==> src/rtl/seq_detect_ctrl_pkg.sv <==
`default_nettype none
// ============================================================================
// Module   : seq_detect_ctrl_pkg
// Brief    : Shared FSM encodings and width helpers for the detector sequencer.
// Revision : 1.0 - initial release
// ============================================================================
package seq_detect_ctrl_pkg;

    localparam logic [1:0] ST_IDLE  = 2'd0;
    localparam logic [1:0] ST_CLR   = 2'd1;
    localparam logic [1:0] ST_SHIFT = 2'd2;
    localparam logic [1:0] ST_DONE  = 2'd3;

    localparam int DEFAULT_WORD_W = 8;

    // Width needed to hold a match count in the range 0..w.
    function automatic int cnt_width(input int w);
        return $clog2(w + 1);
    endfunction

endpackage
`default_nettype wire

==> src/rtl/bit_serializer.sv <==
`default_nettype none
// ============================================================================
// Module   : bit_serializer
// Brief    : Parallel-load, MSB-first shift register with a bit counter.
// Revision : 1.0 - initial release
// ============================================================================
module bit_serializer
    import seq_detect_ctrl_pkg::*;
#(
    parameter int WORD_W = DEFAULT_WORD_W
) (
    input  logic              clk,
    input  logic              rst,
    input  logic              load,
    input  logic              shift,
    input  logic [WORD_W-1:0] din,
    output logic              sout,
    output logic              last
);

    localparam int BC_W = (WORD_W > 1) ? $clog2(WORD_W) : 1;

    logic [WORD_W-1:0] r_shreg;
    logic [BC_W-1:0]   r_bitcnt;

    always_ff @(posedge clk or negedge rst) begin
        if (!rst) begin
            r_shreg  <= '0;
            r_bitcnt <= '0;
        end else if (load) begin
            r_shreg  <= din;
            r_bitcnt <= '0;
        end else if (shift) begin
            r_shreg  <= {r_shreg[WORD_W-2:0], 1'b0};
            r_bitcnt <= r_bitcnt + BC_W'(1);
        end
    end

    assign sout = r_shreg[WORD_W-1];
    assign last = (r_bitcnt == BC_W'(WORD_W - 1));

endmodule
`default_nettype wire

==> src/rtl/seq_detect_ctrl.sv <==
`default_nettype none
// ============================================================================
// Module   : seq_detect_ctrl
// Brief    : Feeds words MSB-first into a serial Mealy detector and returns
//            the number of cycles the detector flagged a match.
// Revision : 1.0 - initial release
// ============================================================================
module seq_detect_ctrl
    import seq_detect_ctrl_pkg::*;
#(
    parameter int  WORD_W        = DEFAULT_WORD_W,
    parameter bit  CLEAR_BETWEEN = 1'b1,
    localparam int CNT_W         = cnt_width(WORD_W)
) (
    input  logic              clk,
    input  logic              rst,
    input  logic              in_valid,
    input  logic [WORD_W-1:0] in_data,
    output logic              in_ready,
    output logic              det_x,
    output logic              det_rst,
    input  logic              det_y,
    output logic              out_valid,
    output logic [CNT_W-1:0]  out_count,
    output logic              out_hit,
    input  logic              out_ready,
    output logic              busy
);

    logic [1:0]       r_state;
    logic [1:0]       w_next;
    logic [CNT_W-1:0] r_match;
    logic             w_accept;
    logic             w_shift;
    logic             w_sout;
    logic             w_last;

    assign w_accept = in_valid && (r_state == ST_IDLE);
    assign w_shift  = (r_state == ST_SHIFT);

    bit_serializer #(
        .WORD_W (WORD_W)
    ) u_ser (
        .clk   (clk),
        .rst   (rst),
        .load  (w_accept),
        .shift (w_shift),
        .din   (in_data),
        .sout  (w_sout),
        .last  (w_last)
    );

    always_comb begin
        w_next = r_state;
        case (r_state)
            ST_IDLE:  if (w_accept) w_next = CLEAR_BETWEEN ? ST_CLR : ST_SHIFT;
            ST_CLR:   w_next = ST_SHIFT;
            ST_SHIFT: if (w_last) w_next = ST_DONE;
            ST_DONE:  if (out_ready) w_next = ST_IDLE;
            default:  w_next = ST_IDLE;
        endcase
    end

    always_ff @(posedge clk or negedge rst) begin
        if (!rst) begin
            r_state <= ST_IDLE;
        end else begin
            r_state <= w_next;
        end
    end

    // Count can never exceed WORD_W, so CNT_W bits always suffice.
    always_ff @(posedge clk or negedge rst) begin
        if (!rst) begin
            r_match <= '0;
        end else if (w_accept) begin
            r_match <= '0;
        end else if (w_shift && det_y) begin
            r_match <= r_match + CNT_W'(1);
        end
    end

    assign in_ready  = (r_state == ST_IDLE);
    assign busy      = (r_state != ST_IDLE);
    assign out_valid = (r_state == ST_DONE);
    assign out_count = r_match;
    assign out_hit   = (r_match != '0);
    assign det_x     = w_shift && w_sout;
    // Detector is held in reset whenever this block is, not only in CLR.
    assign det_rst   = !rst || (r_state == ST_CLR);

endmodule
`default_nettype wire

==> config.mk <==
export PLATFORM = sky130hd
export DESIGN_NAME = seq_detect_ctrl
export DESIGN_NICKNAME = d
export VERILOG_FILES = /design/src/rtl/seq_detect_ctrl_pkg.sv /design/src/rtl/bit_serializer.sv /design/src/rtl/seq_detect_ctrl.sv
export SDC_FILE = /design/constraint.sdc
export NUM_CORES = 1
export LEC_CHECK = 0
export BUFFER_PORTS_ARGS = -buffer_cell sky130_fd_sc_hd__buf_2
export CAP_MARGIN = 40
export CORE_ASPECT_RATIO = 1.25
export CORE_MARGIN = 1.5
export CORE_UTILIZATION = 51
export DETAILED_ROUTE_END_ITERATION = 12
export MAX_ROUTING_LAYER = met4
export PLACE_DENSITY = 0.74
export SLEW_MARGIN = 0
export SYNTH_ARGS = -nofsm -noshare
export SYNTH_HDL_FRONTEND = slang
export SYNTH_SLANG_ARGS = --single-unit
==> constraint.sdc <==
create_clock -name clk -period 2.13 [get_ports clk]
set_input_delay 0.5325 -clock clk [delete_from_list [all_inputs] [get_ports clk]]
set_output_delay 0.5325 -clock clk [all_outputs]
set_load 0.005 [all_outputs]
# Word level (Yosys, flattened, before mapping)
# Index checks and enable logic that the tools add are counted.
[totals]
wordCells = 34
out_inout_bits = 10
inputBits = 13
ff_bits = 17
[op_classes]
n_mux = 10
addsub = 2
n_eq_ne = 7
n_reduce_logical = 11
[op_table]
columns = ["op", "n"]
rows = [
  ["$mux W8", 2],
  ["$mux W4", 2],
  ["$pmux W2 S4", 1],
  ["$mux W2", 3],
  ["$mux W3", 2],
  ["$ne A2 B1 Y1 const B", 3],
  ["$reduce_bool A2 Y1", 3],
  ["$add A4 B1 Y4 const B", 1],
  ["$eq A2 B2 Y1 const B", 2],
  ["$reduce_bool A4 Y1", 1],
  ["$add A3 B1 Y3 const B", 1],
  ["$eq A3 B3 Y1 const B", 1],
  ["$logic_and A1 B1 Y1", 3],
  ["$reduce_and A3 Y1", 1],
  ["$eq A2 B1 Y1 const B", 1],
  ["$logic_not A2 Y1", 1],
  ["$logic_not A1 Y1", 1],
  ["$logic_or A1 B1 Y1", 1],
]

# Longest topological paths before layout
# Gate-level depths: netlist of the first run.
[depth]
word_depth = 4
mapped_depth = 6

# Cells and area by module
# Synthesis of the first run repeated with hierarchy kept, for this count alone.
[unflattened]
hier_cells = 88
hier_area_um2 = 893.4
[modules_own_cells]
columns = ["module", "cells_each", "instances", "area_per_inst_um2", "seq_area_each_um2"]
rows = [
  ["bit_serializer", 46, 1, 510.5, 275.3],
  ["seq_detect_ctrl", 42, 1, 382.9, 150.1],
]

# Least setup slack after synthesis of the first run
# No wires, ideal clock.
[synth_timing]
path_kind = "register to output"
start = "register r_state[0]"
end = "output port det_x"
arrival_ns = 1.155
t_required_ns = 1.597
setup_slack_ns = 0.443
stages_incl_launch_ff = 6
path_cell_list = "dfrtp_1 inv_1 ha_1 buf_6 buf_2 and2_1"
[synth_between]
elab_chain_cells = 2
[synth_rtl]
columns = ["element", "line_no", "rtl"]
rows = [
  ["start, declared", "seq_detect_ctrl.sv:30", "logic [1:0] r_state;"],
  ["start signal, assigned", "seq_detect_ctrl.sv:68", "r_state <= w_next;"],
  ["$eq A2 B2 Y1", "seq_detect_ctrl.sv:39", "assign w_shift = (r_state == ST_SHIFT);"],
  ["$logic_and A1 B1 Y1", "seq_detect_ctrl.sv:88", "assign det_x = w_shift && w_sout;"],
  ["end, declared", "seq_detect_ctrl.sv:20", "output logic det_x,"],
]
# Every way passes these cells.

# Worst setup path after layout of the first run
[layout_timing]
start = "register r_match[0] (netlist: out_count[0])"
end = "output port out_hit"
[layout_between]
elab_chain_cells = 1
[layout_rtl]
columns = ["element", "line_no", "rtl"]
rows = [
  ["start, declared", "seq_detect_ctrl.sv:32", "logic [CNT_W-1:0] r_match;"],
  ["start signal, assigned", "seq_detect_ctrl.sv:79", "r_match <= r_match + CNT_W'(1);"],
  ["$reduce_bool A4 Y1", "seq_detect_ctrl.sv:87", "assign out_hit = (r_match != '0);"],
  ["end, declared", "seq_detect_ctrl.sv:25", "output logic out_hit,"],
]
# Every way passes these cells.

==> impl_results.md, run 1 <==
- Die ar.: 2050 um2
- Reg clk slew, reported paths: 0.09 ns
- Port Buffers: 22
- Most frequent cells after synthesis: dfrtp_1, mux2i_1, nand2_1, ha_1, o21ai_0
- Initial antenna violation count: 0
- Critical Path End Type: output port
- Syn. warnings: 0
- Mapped Avg Cell Area: 10.2 um2
- VDD IR max: 718 uV
- TritonCTS Buffers: 3
- Most used DFF post-synth: dfrtp_1
- Top-Level Pins: 23
- Clock skew: 0.00202 ns
- RSZ-0062 raised after global routing: no
- Drt total wl: 1520 um
- Leakage: 0.000563 uW
- Post-synth top area share: 0.468
- FP Rows: 16
- Sequential fraction of the synthesis area: 0.468
- Power Dens Cells: 1300 nW/um2
- CTS tree: yes
- Layout Utilization: 0.667
- DR WL/cell: 11.3 um
- Worst Path Arrival: 1.48 ns
- Worst-Margin Slew: 0.458 ns
- Filler instances: 150
- Tcrit/Tclk final: 0.946
- Post-synth ARST share: 1.00
- CTS Buffer Depth: 2
- Layout Nets: 139
- Total global routing overflow: 0
- Fin crit period: 2.02 ns
- First-pass GRT wire length: 2550 um
- Via count: 664
- Hold Crit Class: input port to asynchronous set/reset pin
- Design area: 1080 um2
- DR pass1 iterations: 4
- Setup Total Neg Slack: 0 ns
- R2r setup slk: 0.43 ns
- Max Fclk: 0.496 GHz
- Clock Tree Root: clkbuf_4
- Total global-route track usage: 0.188
- 1st-iter DRT viols: 7
- Largest net degree at the start of global routing: 24
- Post-synthesis cell type count: 21
- Area after DPL: 1050 um2
- Startpoint types: register
- Remaining DRCs: 0
- Finish-stage setup viols: 0
- Vias per cell: 4.96
- Most frequent cell after synthesis: dfrtp_1
- Worst Path Required: 1.60 ns
- Syn nets: 111
- Setup Crit Path Kind: register to output port
- Post-synth EDFFs: 0
- Num Clock Sinks: 17
- Flop and latch count out of synthesis: 17
- Antenna Nets Post-Route: 0
- Relative slew slack: 0.695
- Status: finished, final reports clean
- Die width: 40.8 um
- N_diodes: 0
- Share of cells above drive strength 1: 0.276
- Final Max Tran Viols: 0
- Final HPWL DP: 1160 um
- Core area: 1620 um2
- Cells after Synth: 89
- Synth area leaders: dfrtp_1, ha_1, mux2i_1
- Crit path max fanout: 4
- Max Cap Violations: 0
- Hold Fails Final Rpt: 0
- Synthesized area: 910 um2
- Die Y: 50.2 um
- Later-pin clock latency in the skew report: 0.29 ns
- Area grow syn2layout: 19.0%
- Vias in the first global route: 644
- Initial Utilization: 0.561
- GPL Wtd Cong: 0.775
- Largest area contributor in the netlist: dfrtp_1
- CTS H-Tree Depth: 1
==> where the power goes <==
| group | leakage (uW) | total, uW | switching (uW) | internal (uW) |
|---|---|---|---|---|
| Combinational | 0.000332 | 680 | 334 | 346 |
| Clock | 0.0000150 | 167 | 94.3 | 72.9 |
| Sequential | 0.000216 | 555 | 92.1 | 463 |
==> path summary, 6_finish.rpt <==
kind / startpoint / end / cells past startpoint
max: out_count[0]$_DFFE_PN0P_ / out_hit / 4
min: rst / out_count[1]$_DFFE_PN0P_ / 2
max reg2reg: r_state[0]$_DFFE_PN0P_ / r_state[1]$_DFFE_PN0P_ / 4
min reg2reg: u_ser.r_bitcnt[1]$_DFFE_PN0P_ / u_ser.r_bitcnt[1]$_DFFE_PN0P_ / 2
max in group asynchronous: rst / u_ser.r_shreg[5]$_DFFE_PN0P_ / 2
min in group clk: in_data[0] / u_ser.r_shreg[0]$_DFFE_PN0P_ / 3
==> sequential cells by signal, summed over array words and instances, names as in the netlist <==
name            count
out_count           4
r_state             2
u_ser.r_bitcnt      3
u_ser.r_shreg       8
==> area by class of cell <==
cell class,count,area [um2],area share
clock buffer,4,26.3,0.0243
inverter,8,30.0,0.0277
multi-input combinational,60,430,0.398
sequential,17,425,0.393
tap,18,22.5,0.0208
timing repair buffer,27,148,0.136
==> worst max-delay path, cell delays in order, from the launching register on <==
cell     delay, ns
dfrtp_1       0.42
inv_2         0.08
ha_1          0.13
or3b_2        0.42
buf_2         0.14
==> routing by layer <==
layer,global-route usage,wire (um)
met1,0.218,673
met5,-,0
met3,0.0265,59
met2,0.307,748
met4,0.0833,34
==> logic make-up (layout without fill, tap and decap cells) <==
| family | count (synthesis) | after routing | share of synthesized area |
|---|---|---|---|
| buffers and inverters | 12 | 39 | 0.0591 |
| AO/OA/AOI/OAI | 12 | 12 | 0.0715 |
| flip-flops | 17 | 17 | 0.468 |
| AND/OR/NAND/NOR | 25 | 25 | 0.127 |
| adder cells (fa/ha/maj) | 9 | 9 | 0.124 |
| XOR/XNOR | 3 | 3 | 0.0289 |
| multiplexers | 11 | 11 | 0.122 |
==> cells in the final DEF, fill, tap and decap left out, drive strengths merged <==
master  count
nand3       3
or3         1
nor2        6
xor2        1
a21oi       2
mux2        1
o21ai       9
inv         8
a222oi      1
nand2b      2
nand2      10
buf        27
mux2i      10
ha          9
clkbuf      4
xnor2       2
and2        2
or3b        1
dfrtp      17
==> metrics by stage <==
step | power [uW] | setup slack, ns | cells | hold slack, ns
after CTS | 1410 | 0.0715 | 133 | 0.190
after floorplan | 1040 | 0.443 | 89 | 0.237
final | 1400 | 0.114 | 134 | 0.187
after global placement | 1210 | 0.436 | 129 | 0.507
after global routing | 1550 | 0.00486 | 134 | 0.210
after detailed placement | 1240 | 0.397 | 129 | 0.508
==> repair_timing <==
| action | CTS | global route |
|---|---|---|
| hold buffers | 0 | 0 |
| buffers inserted | 0 | 1 |
| gates resized for setup | 0 | 1 |
| setup endpoints to repair | 0 | 1 |
(Power assumes the default switching activity.)
==> run 2: changes to the inputs <==
- SETUP_SLACK_MARGIN: unset -> 0.2
==> run 2 against run 1 <==
Against the previous run: sequential power hardly changed; core utilization up 3.3 points; cell area is 5.0% higher; hold slack got worse by 0.00063 ns; global-route usage grew 0.36 points; wire length is 5.1% higher; clock power about the same; sequential share of layout area decreased by 1.9 points; clock skew is essentially flat; critical path depth did not move; count of clock-buffer cells in the layout did not move; total power is 7.3% higher; critical endpoint unchanged.
==> impl_results.md, run 2 (same netlist as run 1, synthesis figures left out) <==
- Num Clock Sinks: 17
- Antenna Nets Post-Route: 0
- Top-Level Pins: 23
- GPL Wtd Cong: 0.775
- CTS tree: yes
- Share of cells above drive strength 1: 0.325
- Largest register FFs: 8
- Final Max Tran Viols: 0
- Power Dens Cells: 1320 nW/um2
- Cell depth of the worst flop-to-flop path: 4
- Via count: 684
- Commonest non-fill, non-tap cell in the layout: buf_2
- Crit path cell chain: inv_2 -> ha_2 -> or3b_4 -> buf_6
- DR WL/cell: 11.5 um
- FP Rows: 16
- Initial Utilization: 0.561
- Largest net degree at the start of global routing: 24
- Worst-Margin Slew: 0.456 ns
- VDD IR max: 727 uV
- Worst reg2reg path startpoint: r_state[1]$_DFFE_PN0P_
- Layout Nets: 143
- R2r setup slk: 0.39 ns
- RSZ-0062 raised after global routing: yes
- Startpoint types: register
- Critical Path End Type: output port
- Worst Path Required: 1.60 ns
- Max Cap Violations: 0
- CTS H-Tree Depth: 1
- Fin crit period: 1.93 ns
- Tcrit/Tclk final: 0.906
- Layout Utilization: 0.701
- GRT met2 Usage: 0.317
- GR Util met1: 0.218
- Hold Fails Final Rpt: 0
- Later-pin clock latency in the skew report: 0.29 ns
- Worst Path Arrival: 1.40 ns
- CP max stage delay: 0.40 ns
- Port Buffers: 22
- Core area: 1620 um2
- Vias in the first global route: 663
- Die ar.: 2050 um2
- Vias per cell: 4.96
- Max Fclk: 0.518 GHz
- Total global-route track usage: 0.191
- Initial antenna violation count: 0
- Drt total wl: 1590 um
- Filler instances: 143
- Final HPWL DP: 1160 um
- Clock Tree Root: clkbuf_4
- Most flops, register: u_ser.r_shreg
- Reg clk slew, reported paths: 0.09 ns
- Leakage: 0.000583 uW
- CP max-delay cell: dfrtp_1
- DR pass1 iterations: 4
- N_diodes: 0
- Setup Crit Path Kind: register to output port
- First-pass GRT wire length: 2600 um
- 1st-iter DRT viols: 8
- Met3 GRT Util: 0.0265
- Finish-stage setup viols: 0
- Die width: 40.8 um
- Die Y: 50.2 um
- Status: finished, final reports clean
- Area grow syn2layout: 24.9%
- Remaining DRCs: 0
- Total global routing overflow: 0
- CTS Buffer Depth: 2
- Setup Total Neg Slack: 0 ns
- TritonCTS Buffers: 3
- Hold Crit Class: input port to asynchronous set/reset pin
- Gr busiest metal: met2
- Clock skew: 0.00216 ns
- Reg2reg end: r_state[1]$_DFFE_PN0P_
- Relative slew slack: 0.696
- Most frequent cells in the layout: buf_2, dfrtp_1, mux2i_1, nand2_1
- CTS hold repair buffers: 0
- Crit path max fanout: 2
-- run 2: where the power goes --
| group | switching, uW | internal [uW] | leakage, uW | total (uW) |
|---|---|---|---|---|
| registers | 89.6 | 463 | 0.000216 | 553 |
| clock network | 94.3 | 72.9 | 0.0000150 | 167 |
| logic | 364 | 420 | 0.000352 | 785 |
| total | 548 | 956 | 0.000583 | 1500 |
-- run 2: metrics by stage --
stage	total power [uW]	area, um2	hold WS (ns)	cells	setup WS (ns)
5_1_grt	1660	1140	0.210	138	0.140
3_3_place_gp	1210	1050	0.507	129	0.436
6_report	1500	1140	0.186	138	0.201
3_5_place_dp	1240	1050	0.508	129	0.397
2_1_floorplan	1040	910	0.237	89	0.443
4_1_cts	1470	1110	0.190	137	0.209
-- run 2: cell type report --
type                    instances  area, um2  share of cell area
flip-flops and latches         17        425               0.374
clock buffers                   4       26.3              0.0231
well taps                      18       22.5              0.0198
inverters                       8       30.0              0.0264
repair buffers                 31        184               0.162
multi-input cells              60        448               0.394
-- run 2: worst max-delay path by stage --
| stage | startpoint | cells after the start | endpoint | slack [ns] |
|---|---|---|---|---|
| after CTS | r_state[0]$_DFFE_PN0P_ | 5 | det_x | 0.21 |
| final | out_count[0]$_DFFE_PN0P_ | 4 | out_hit | 0.20 |
| after global routing | out_count[0]$_DFFE_PN0P_ | 4 | out_hit | 0.14 |
| after global placement | out_count[0]$_DFFE_PN0P_ | 4 | out_hit | 0.44 |
| after floorplan | r_state[0]$_DFFE_PN0P_ | 5 | det_x | 0.44 |
| after detailed placement | out_count[0]$_DFFE_PN0P_ | 4 | out_hit | 0.40 |
-- run 2: timing repair --
action	4_1_cts	5_1_grt
endpoints found under the setup margin	2	2
resized for setup	5	2
setup buffers	4	1
-- run 2: layer usage --
| metal | share of wire | vias up |
|---|---|---|
| li1 | - | 351 |
| met1 | 0.43 | 311 |
| met2 | 0.52 | 17 |
| met3 | 0.034 | 5 |
| met4 | 0.021 | 0 |
| met5 | 0 | - |
-- run 2: worst max-delay path: cells and delay by family (launching register included) --
family,cells,cell delay (ns)
adders and majority gates,1,0.15
DFF,1,0.40
and+or+nand+nor,1,0.37
buffers and inverters,2,0.19
==> run 3: changes to the inputs <==
- CELL_PAD_IN_SITES_DETAIL_PLACEMENT: unset -> 0
- CELL_PAD_IN_SITES_GLOBAL_PLACEMENT: unset -> 1
- CORE_UTILIZATION: 51 -> 39
- GPL_TIMING_DRIVEN: unset -> 0
==> run 3 against run 2 <==
Against the previous run: combinational power rose by 15%; first-iteration DRC count is 25% higher; final cell count is 13% higher; largest cell class unchanged; cell area grew 5.5%; largest power group unchanged.
==> impl_results.md, run 3 (same netlist as run 1, synthesis figures left out) <==
- Port Buffers: 22
- FP Rows: 19
- TritonCTS Buffers: 3
- Remaining DRCs: 0
- Crit path cell chain: inv_2 -> ha_4 -> or3b_4 -> buf_6
- Commonest non-fill, non-tap cell in the layout: buf_2
- RSZ-0062 raised after global routing: yes
- Hold Fails Final Rpt: 0
- Worst-Margin Slew: 0.485 ns
- Leakage: 0.000606 uW
- Die width: 46.2 um
- Startpoint types: register
- Fin crit period: 1.90 ns
- DR WL/cell: 11.3 um
- CTS tree: yes
- CP max stage delay: 0.40 ns
- Clock skew: 0.00522 ns
- Placed cell count: 142
- GPL Wtd Cong: 0.742
- Total global-route track usage: 0.147
- 1st-iter DRT viols: 10
- Area after DPL: 1060 um2
- Largest register FFs: 8
- Worst Path Required: 1.60 ns
- Critical Path End Type: output port
- Filler instances: 225
- Vias per cell: 4.65
- Drt total wl: 1760 um
- Top-Level Pins: 23
- Initial Utilization: 0.411
- Clock Tree Root: clkbuf_4
- Final Max Tran Viols: 0
- Antenna Nets Post-Route: 0
- N_diodes: 0
- DR pass1 iterations: 4
- Hold Slack: 0.152 ns
- Tcrit/Tclk final: 0.893
- Share of cells above drive strength 1: 0.344
- Max Cap Violations: 0
- Total global routing overflow: 0
- Area grow syn2layout: 31.8%
- Cell depth of the worst flop-to-flop path: 6
- Largest net degree at the start of global routing: 19
- CP max-delay cell: dfrtp_1
- Most flops, register: u_ser.r_shreg
- Via count: 725
- Design area: 1200 um2
- Most frequent cells in the layout: buf_2, dfrtp_1, mux2i_1, nand2_1, buf_4
- Max Fclk: 0.526 GHz
- Layout Nets: 148
- Final HPWL DP: 1230 um
- Vias in the first global route: 649
- Num Clock Sinks: 17
- VDD IR max: 628 uV
- First-pass GRT wire length: 2730 um
- Later-pin clock latency in the skew report: 0.29 ns
- Worst Path Arrival: 1.37 ns
- Die Y: 57.0 um
- Status: finished, final reports clean
- Core area: 2210 um2
- CTS Buffer Depth: 2
- Finish-stage setup viols: 0
- Die ar.: 2630 um2
- CTS H-Tree Depth: 1
- Reg clk slew, reported paths: 0.10 ns
- Initial antenna violation count: 0
- Setup Total Neg Slack: 0 ns
- Setup Crit Path Kind: register to output port
- Hold Crit Class: input port to asynchronous set/reset pin
- Power Dens Cells: 1350 nW/um2
- Crit path max fanout: 2
- Fin cells: 156
- Relative slew slack: 0.677
==> run 3: cell count changes in the layout (fill, tap and decap cells not counted), sizes merged <==
cell    change
buf         +3
clkbuf      +2
==> run 3: metrics by stage <==
stage / worst slack, ns / total power (uW) / utilization
floorplan: 0.443 / 1040 / -
global placement: 0.232 / 1220 / 0.479
detailed placement: 0.217 / 1240 / 0.479
CTS: 0.164 / 1530 / 0.516
global route: 0.176 / 1760 / 0.542
finish: 0.228 / 1620 / 0.542
==> run 3: what timing repair did <==
item                       CTS  global route
pin swaps                    0             1
hold buffers                 0             0
resized for setup            7             5
setup buffers                5             5
setup endpoints to repair    2             2
==> run 3: worst max-delay path: cells and delay by family (launching register included) <==
kind	cells	cell delay (ns)
adders and majority gates	1	0.11
buffers and inverters	2	0.20
DFF	1	0.40
and+or+nand+nor	1	0.36
==> run 3: path summary, 6_finish.rpt <==
kind	from	to	slack, ns
min	rst	u_ser.r_shreg[7]$_DFFE_PN0P_	0.15
min in group clk	in_data[4]	u_ser.r_shreg[4]$_DFFE_PN0P_	0.44
max in group asynchronous	rst	r_state[0]$_DFFE_PN0P_	1.69
max reg2reg	r_state[0]$_DFFE_PN0P_	r_state[1]$_DFFE_PN0P_	0.32
min reg2reg	u_ser.r_bitcnt[2]$_DFFE_PN0P_	u_ser.r_bitcnt[2]$_DFFE_PN0P_	0.54
max	out_count[0]$_DFFE_PN0P_	out_hit	0.23
==> run 3: cell type report <==
cell class | count | area, um2 | area share
tap | 31 | 38.8 | 0.0324
buffer | 4 | 38.8 | 0.0324
inverter | 8 | 30.0 | 0.0251
multi-input combinational | 60 | 448 | 0.374
timing repair buffer | 32 | 191 | 0.160
clock buffer | 4 | 26.3 | 0.0219
sequential | 17 | 425 | 0.355
==> run 3: per-layer routing <==
metal / track usage / share of wire / vias to the layer above
li1: - / - / 365
met1: 0.177 / 0.42 / 341
met2: 0.234 / 0.53 / 14
met3: 0.0190 / 0.023 / 5
met4: 0.0735 / 0.025 / 0
met5: - / 0 / -
==> run 3: power by group <==
group / internal, uW / total [uW] / switching [uW]
Combinational: 502 / 900 / 398
Clock: 72.9 / 174 / 101
Sequential: 463 / 545 / 82.2
Total: 1040 / 1620 / 581
